`config.mk`:
```
export PLATFORM = sky130hd
export DESIGN_NAME = banner_sequencer
export DESIGN_NICKNAME = d
export VERILOG_FILES = /design/src/rtl/sprite_pkg.sv /design/src/rtl/tick_prescaler.sv /design/src/rtl/banner_sequencer.sv
export SDC_FILE = /design/constraint.sdc
export NUM_CORES = 1
export LEC_CHECK = 0
export ABC_AREA = 1
export CAP_MARGIN = 5
export CORE_MARGIN = 2
export CORE_UTILIZATION = 55
export DETAILED_ROUTE_END_ITERATION = 16
export GPL_TIMING_DRIVEN = 0
export PLACE_DENSITY = 0.78
export SLEW_MARGIN = 10
export SYNTH_ARGS = -nofsm -noshare
export SYNTH_HDL_FRONTEND = slang
export SYNTH_HIERARCHICAL = 1
export SYNTH_SLANG_ARGS = --single-unit
```
`constraint.sdc`:
```
create_clock -name clk -period 3.4 [get_ports clk]
set_input_delay 0.68 -clock clk [delete_from_list [all_inputs] [get_ports clk]]
set_output_delay 0.68 -clock clk [all_outputs]
set_load 0.02 [all_outputs]
```
`src/rtl/sprite_pkg.sv`:
```
// Shared types and screen constants for the sprite/banner path.
package sprite_pkg;

  // Screen geometry in pixels.
  localparam int SCREEN_HEIGHT = 480;
  localparam int SCREEN_WIDTH  = 640;

  // Width of sprite origin coordinates.
  localparam int ROW_W = 12;

  typedef enum logic [2:0] {
    IDLE,
    SCROLL,
    HOLD,
    BLINK,
    DONE
  } banner_state_t;

  typedef enum logic {
    BANNER_WIN,
    BANNER_LOSE
  } banner_sel_t;

endpackage

```
`src/rtl/tick_prescaler.sv`:
```
// Free-running motion-tick prescaler: counts 0..TICK_DIV-1 while enabled and
// raises tick for the single cycle in which the count sits at TICK_DIV-1.
// clr restarts the count so the first tick after a clear is TICK_DIV cycles away.
module tick_prescaler #(
  parameter int TICK_DIV = 2_000_000
) (
  input  logic clk,
  input  logic rst,
  input  logic en,
  input  logic clr,
  output logic tick
);

  localparam int                CNT_W = (TICK_DIV > 1) ? $clog2(TICK_DIV) : 1;
  localparam logic [CNT_W-1:0]  LAST  = CNT_W'(TICK_DIV - 1);

  logic [CNT_W-1:0] cnt;

  // Cycle counter: clear wins over counting, wraps after the tick cycle.
  always_ff @(posedge clk or negedge rst) begin
    // NOTE: clocked state uses non-blocking assignments so every flop samples
    // pre-edge values regardless of block ordering.
    if (!rst) begin
      cnt <= '0;
    end else if (clr) begin
      cnt <= '0;
    end else if (en) begin
      cnt <= (cnt == LAST) ? '0 : cnt + 1'b1;
    end
  end

  assign tick = en && (cnt == LAST);

endmodule

```
`src/rtl/banner_sequencer.sv`:
```
// End-of-game banner controller: on win/lose it scrolls the banner up from
// below the screen, holds it, blinks it, then leaves it shown until restart.
module banner_sequencer
  import sprite_pkg::*;
#(
  parameter int TICK_DIV    = 2_000_000,
  parameter int STEP        = 3,
  parameter int START_ROW   = SCREEN_HEIGHT,
  parameter int TARGET_ROW  = 150,
  parameter int COLUMN      = 195,
  parameter int HOLD_TICKS  = 32,
  parameter int BLINK_TICKS = 16
) (
  input  logic             clk,
  input  logic             rst,
  input  logic             game_won,
  input  logic             game_lost,
  input  logic             restart,
  output logic [ROW_W-1:0] sprite_row,
  output logic [ROW_W-1:0] sprite_column,
  output logic             banner_sel,
  output logic             banner_en,
  output logic             busy,
  output logic             done
);

  localparam logic [ROW_W-1:0] START_V  = ROW_W'(START_ROW);
  localparam logic [ROW_W-1:0] TARGET_V = ROW_W'(TARGET_ROW);
  localparam logic [ROW_W-1:0] STEP_V   = ROW_W'(STEP);
  // One extra bit so TARGET_ROW+STEP cannot wrap in the comparison.
  localparam logic [ROW_W:0]   SUB_MIN  = (ROW_W + 1)'(TARGET_ROW + STEP);

  localparam int PHASE_MAX = (HOLD_TICKS > BLINK_TICKS) ? HOLD_TICKS : BLINK_TICKS;
  localparam int PHASE_W   = (PHASE_MAX > 1) ? $clog2(PHASE_MAX) : 1;
  localparam logic [PHASE_W-1:0] HOLD_LAST  = PHASE_W'(HOLD_TICKS - 1);
  localparam logic [PHASE_W-1:0] BLINK_LAST = PHASE_W'(BLINK_TICKS - 1);

  banner_state_t      state_q, state_d;
  banner_sel_t        sel_q, sel_d;
  logic [ROW_W-1:0]   row_q, row_d;
  logic [PHASE_W-1:0] phase_q, phase_d;
  logic               en_q, en_d;
  logic               busy_q, busy_d;
  logic               done_q, done_d;
  logic               tick;
  logic               tick_run;
  logic               tick_clr;

  // Ticks only run while the banner is in motion; every state change restarts them.
  assign tick_run = state_q inside {SCROLL, HOLD, BLINK};
  assign tick_clr = (state_d != state_q);

  tick_prescaler #(
    .TICK_DIV (TICK_DIV)
  ) u_tick (
    .clk  (clk),
    .rst  (rst),
    .en   (tick_run),
    .clr  (tick_clr),
    .tick (tick)
  );

  // Next-state and next-output logic; restart overrides everything.
  always_comb begin
    // NOTE: every target gets a default first so no path leaves it unassigned
    // and no latch is inferred.
    state_d = state_q;
    sel_d   = sel_q;
    row_d   = row_q;
    phase_d = phase_q;
    en_d    = en_q;

    if (restart) begin
      state_d = IDLE;
      sel_d   = BANNER_WIN;
      row_d   = START_V;
      phase_d = '0;
      en_d    = 1'b0;
    end else begin
      case (state_q)
        IDLE: begin
          if (game_won || game_lost) begin
            state_d = SCROLL;
            sel_d   = game_won ? BANNER_WIN : BANNER_LOSE;
            en_d    = 1'b1;
          end
        end
        SCROLL: begin
          if (tick) begin
            // Compare before subtracting so the row never passes the target.
            if ({1'b0, row_q} >= SUB_MIN) begin
              row_d = row_q - STEP_V;
            end else begin
              row_d   = TARGET_V;
              state_d = HOLD;
              phase_d = '0;
            end
          end
        end
        HOLD: begin
          if (tick) begin
            if (phase_q == HOLD_LAST) begin
              state_d = BLINK;
              phase_d = '0;
            end else begin
              phase_d = phase_q + 1'b1;
            end
          end
        end
        BLINK: begin
          if (tick) begin
            if (phase_q == BLINK_LAST) begin
              state_d = DONE;
              phase_d = '0;
              en_d    = 1'b1;
            end else begin
              phase_d = phase_q + 1'b1;
              en_d    = ~en_q;
            end
          end
        end
        DONE: begin
          state_d = DONE;
        end
        default: begin
          state_d = IDLE;
        end
      endcase
    end

    busy_d = state_d inside {SCROLL, HOLD, BLINK};
    done_d = (state_d == DONE);
  end

  // State and registered outputs.
  always_ff @(posedge clk or negedge rst) begin
    if (!rst) begin
      state_q <= IDLE;
      sel_q   <= BANNER_WIN;
      row_q   <= START_V;
      phase_q <= '0;
      en_q    <= 1'b0;
      busy_q  <= 1'b0;
      done_q  <= 1'b0;
    end else begin
      state_q <= state_d;
      sel_q   <= sel_d;
      row_q   <= row_d;
      phase_q <= phase_d;
      en_q    <= en_d;
      busy_q  <= busy_d;
      done_q  <= done_d;
    end
  end

  assign sprite_row    = row_q;
  assign sprite_column = ROW_W'(COLUMN);
  assign banner_sel    = sel_q;
  assign banner_en     = en_q;
  assign busy          = busy_q;
  assign done          = done_q;

endmodule

```
==> flow_metrics.env <==
export IMPL_drtIter0Drc=158
export IMPL_run_status="complete, no violations"
export IMPL_dr_pass1_iters=4
export IMPL_placementRows=26
export IMPL_final_setup_tns_ns=0
export IMPL_synth_avg_cell_area_um2=7.32
export IMPL_setup_viol=0
export IMPL_start_kind="register"
export IMPL_clkTransAtPathRegs_ns=0.08
export IMPL_dp_hpwl_um=4760
export IMPL_ctsHoldBuffers=0
export IMPL_via_per_inst=5.17
export IMPL_synthTopCellsByArea="dfrtp_1 35%, nand2_1 11%, nand3_1 6.2%"
export IMPL_synth_top_area_share_pct=35.3
export IMPL_drive_gt1_share_pct=15.0
export IMPL_numPortBuffers=20
export IMPL_min_period_over_period_pct=90.6
export IMPL_synthToLayoutAreaGrowth_pct=16.7
export IMPL_grt_pass1_wl_um=10700
export IMPL_clock_root_buffer="clkbuf_8"
export IMPL_clock_sinks=45
export IMPL_postSynthCellCount=397
export IMPL_crit_fanout=10
export IMPL_clockBufferDepth=2
export IMPL_netlist_area_mm2=0.00291
export IMPL_synth_area_leader_cell="dfrtp_1"
export IMPL_fmax_mhz=325
export IMPL_gp_congestion=0.897
export IMPL_final_area_mm2=0.00339
export IMPL_finalCriticalPeriod_ns=3.08
export IMPL_die_y_um=76.7
export IMPL_tritoncts="built"
export IMPL_grtUsageTotal_pct=22.1
export IMPL_crit_arrival_ns=3.31
export IMPL_die_area_mm2=0.00588
export IMPL_worstSetupPathType="reg -> reg"
export IMPL_synth_distinct_cells=36
export IMPL_maxCapViolCount=0
export IMPL_final_antenna_net_count=0
export IMPL_clock_skew_ns=0.00507
export IMPL_ioPinCount=33
export IMPL_holdCritPathClass="in -> async"
export IMPL_cts_htree_levels=2
export IMPL_clock_latency_ns=0.29
export IMPL_first_global_vias=2421
export IMPL_start_util_pct=56.9
export IMPL_hold_violations=0
export IMPL_antenna_found_initial=0
export IMPL_die_width_um=76.7
export IMPL_wire_per_inst_um=12.1
export IMPL_final_max_slew_violation_count=0
export IMPL_ir_drop_uv=212
export IMPL_p_leak_uw=0.00161
export IMPL_cp_required_ns=3.63
export IMPL_grt_max_degree=37
export IMPL_cp_end_kind="register"
export IMPL_drt_wl_total_um=6200
export IMPL_drc_errors=0
export IMPL_postPlaceCellArea_mm2=0.00325
export IMPL_n_antenna_cell=0
export IMPL_synth_warnings=6
export IMPL_synth_seq_cells=45
export IMPL_cts_buffers=5
export IMPL_final_nets=453
export IMPL_layout_setup_ws_ns=0.321
export IMPL_p_per_area_mw_per_mm2=306
export IMPL_num_vias=2640
export IMPL_pre_cts_slack_ns=0.0484
export IMPL_ys_seq_area_share_pct=38.9
export IMPL_grt_overflow=0
export IMPL_core_mm2=0.00511
==> final timing paths <==
path / from / end / slack (ns) / cells after the start
min: rst / u_tick/cnt[20]$_DFFE_PN0P_ / 0.24 / 1
min reg2reg: sprite_row[8]$_DFFE_PN1P_ / sprite_row[8]$_DFFE_PN1P_ / 0.51 / 2
max: u_tick/cnt[0]$_DFFE_PN0P_ / u_tick/cnt[14]$_DFFE_PN0P_ / 0.32 / 20
max in group asynchronous: rst / sprite_row[6]$_DFFE_PN1P_ / 2.62 / 2
min in group clk: sprite_row[8]$_DFFE_PN1P_ / sprite_row[8]$_DFFE_PN1P_ / 0.51 / 2
max reg2reg: u_tick/cnt[0]$_DFFE_PN0P_ / u_tick/cnt[14]$_DFFE_PN0P_ / 0.32 / 20
==> worst max-delay path, stage by stage (launching register included) <==
cell	delay, ns
dfrtp_1	0.40
ha_1	0.22
nand2_2	0.13
nor3_4	0.17
nand4_1	0.18
nor2_4	0.24
nand2_1	0.11
nand2_1	0.08
nand2_1	0.05
nor2_1	0.09
nand2_1	0.10
a21oi_1	0.14
nor2_1	0.06
nand2_1	0.14
nor2_2	0.08
clkbuf_4	0.21
nor3_4	0.17
nand3_1	0.12
o21ai_0	0.16
nand2_1	0.06
nor2_1	0.08
==> Yosys cell counts (all sizes together) <==
cell type,n
o21bai,1
a21oi,19
o311ai,1
inv,56
a31o,1
dfrtp,41
nor4,2
o21ai,27
ha,8
a31oi,2
nor3,9
dfstp,4
o21a,1
nor2,57
nand4,4
nand3,39
o211ai,2
xnor2,2
conb,2
buf,14
clkbuf,1
xor2,11
o22ai,2
nand2,91
==> flip-flops by register name (all words and copies together), names as in the netlist <==
register	count
banner_en	1
banner_sel	1
state_q	3
sprite_row	12
u_tick/cnt	21
done	1
phase_q	5
busy	1
==> power breakdown <==
group / internal, µW / switching (µW)
registers: 546 / 10.8
logic: 50.8 / 94.4
clock network: 166 / 171
total: 763 / 276
==> layout make-up <==
cell class	instances	area (µm²)
Inverter	56	210
Clock buffer	8	90.1
Fill cell	463	1710
Buffer	15	113
Timing Repair Buffer	26	253
Tap cell	70	87.6
Sequential cell	45	1130
Multi-Input combinational cell	291	1510
==> layout by cell type, fill, tap and decap left out, types with 2 or more instances in the layout <==
cell / n
nand2_1: 85
inv_1: 48
nor2_1: 45
dfrtp_1: 41
nand3_1: 36
o21ai_0: 21
clkdlybuf4s50_1: 19
a21oi_1: 18
buf_4: 17
conb_1: 12
xor2_1: 11
nor2_2: 8
inv_2: 8
ha_1: 8
nand2_2: 6
nor3_1: 6
clkbuf_8: 6
o21ai_1: 5
nor2_4: 4
nand4_1: 4
dfstp_2: 4
clkbuf_1: 3
nand3_2: 3
o22ai_1: 2
nor4_1: 2
a31oi_1: 2
o211ai_1: 2
nor3_4: 2
xnor2_1: 2
==> cell families after synthesis <==
group / share of synthesized area, %
compound gates: 10.7
xor+xnor: 3.92
fa+ha+maj: 3.44
buf+inv: 11.0
flops: 38.9
other cells: 0.258
simple gates: 31.8
==> routing by layer <==
| layer | up-vias | global-route usage (%) | routed length, µm |
|---|---|---|---|
| met2 | 58 | 39.9 | 3140 |
| met4 | 0 | 7.27 | 111 |
| met5 | - | 0 | 0 |
| met1 | 1234 | 26.9 | 2710 |
| met3 | 11 | 3.29 | 247 |
| li1 | 1337 | - | - |
==> metrics by stage <==
stage	hold WS [ns]	util, %	total power (µW)	std cells
global placement	0.504	63.3	701	497
detailed placement	0.505	63.6	706	498
floorplan	0.384	-	657	407
finish	0.244	66.5	1040	511
CTS	0.243	65.4	1050	506
global route	0.250	66.5	1080	511
==> timing repair <==
action	4_1_cts	5_1_grt
gates resized for setup	0	5
endpoints found under the setup margin	0	21
buffers inserted	0	5
Note: power is estimated with default switching activity, not from simulation.
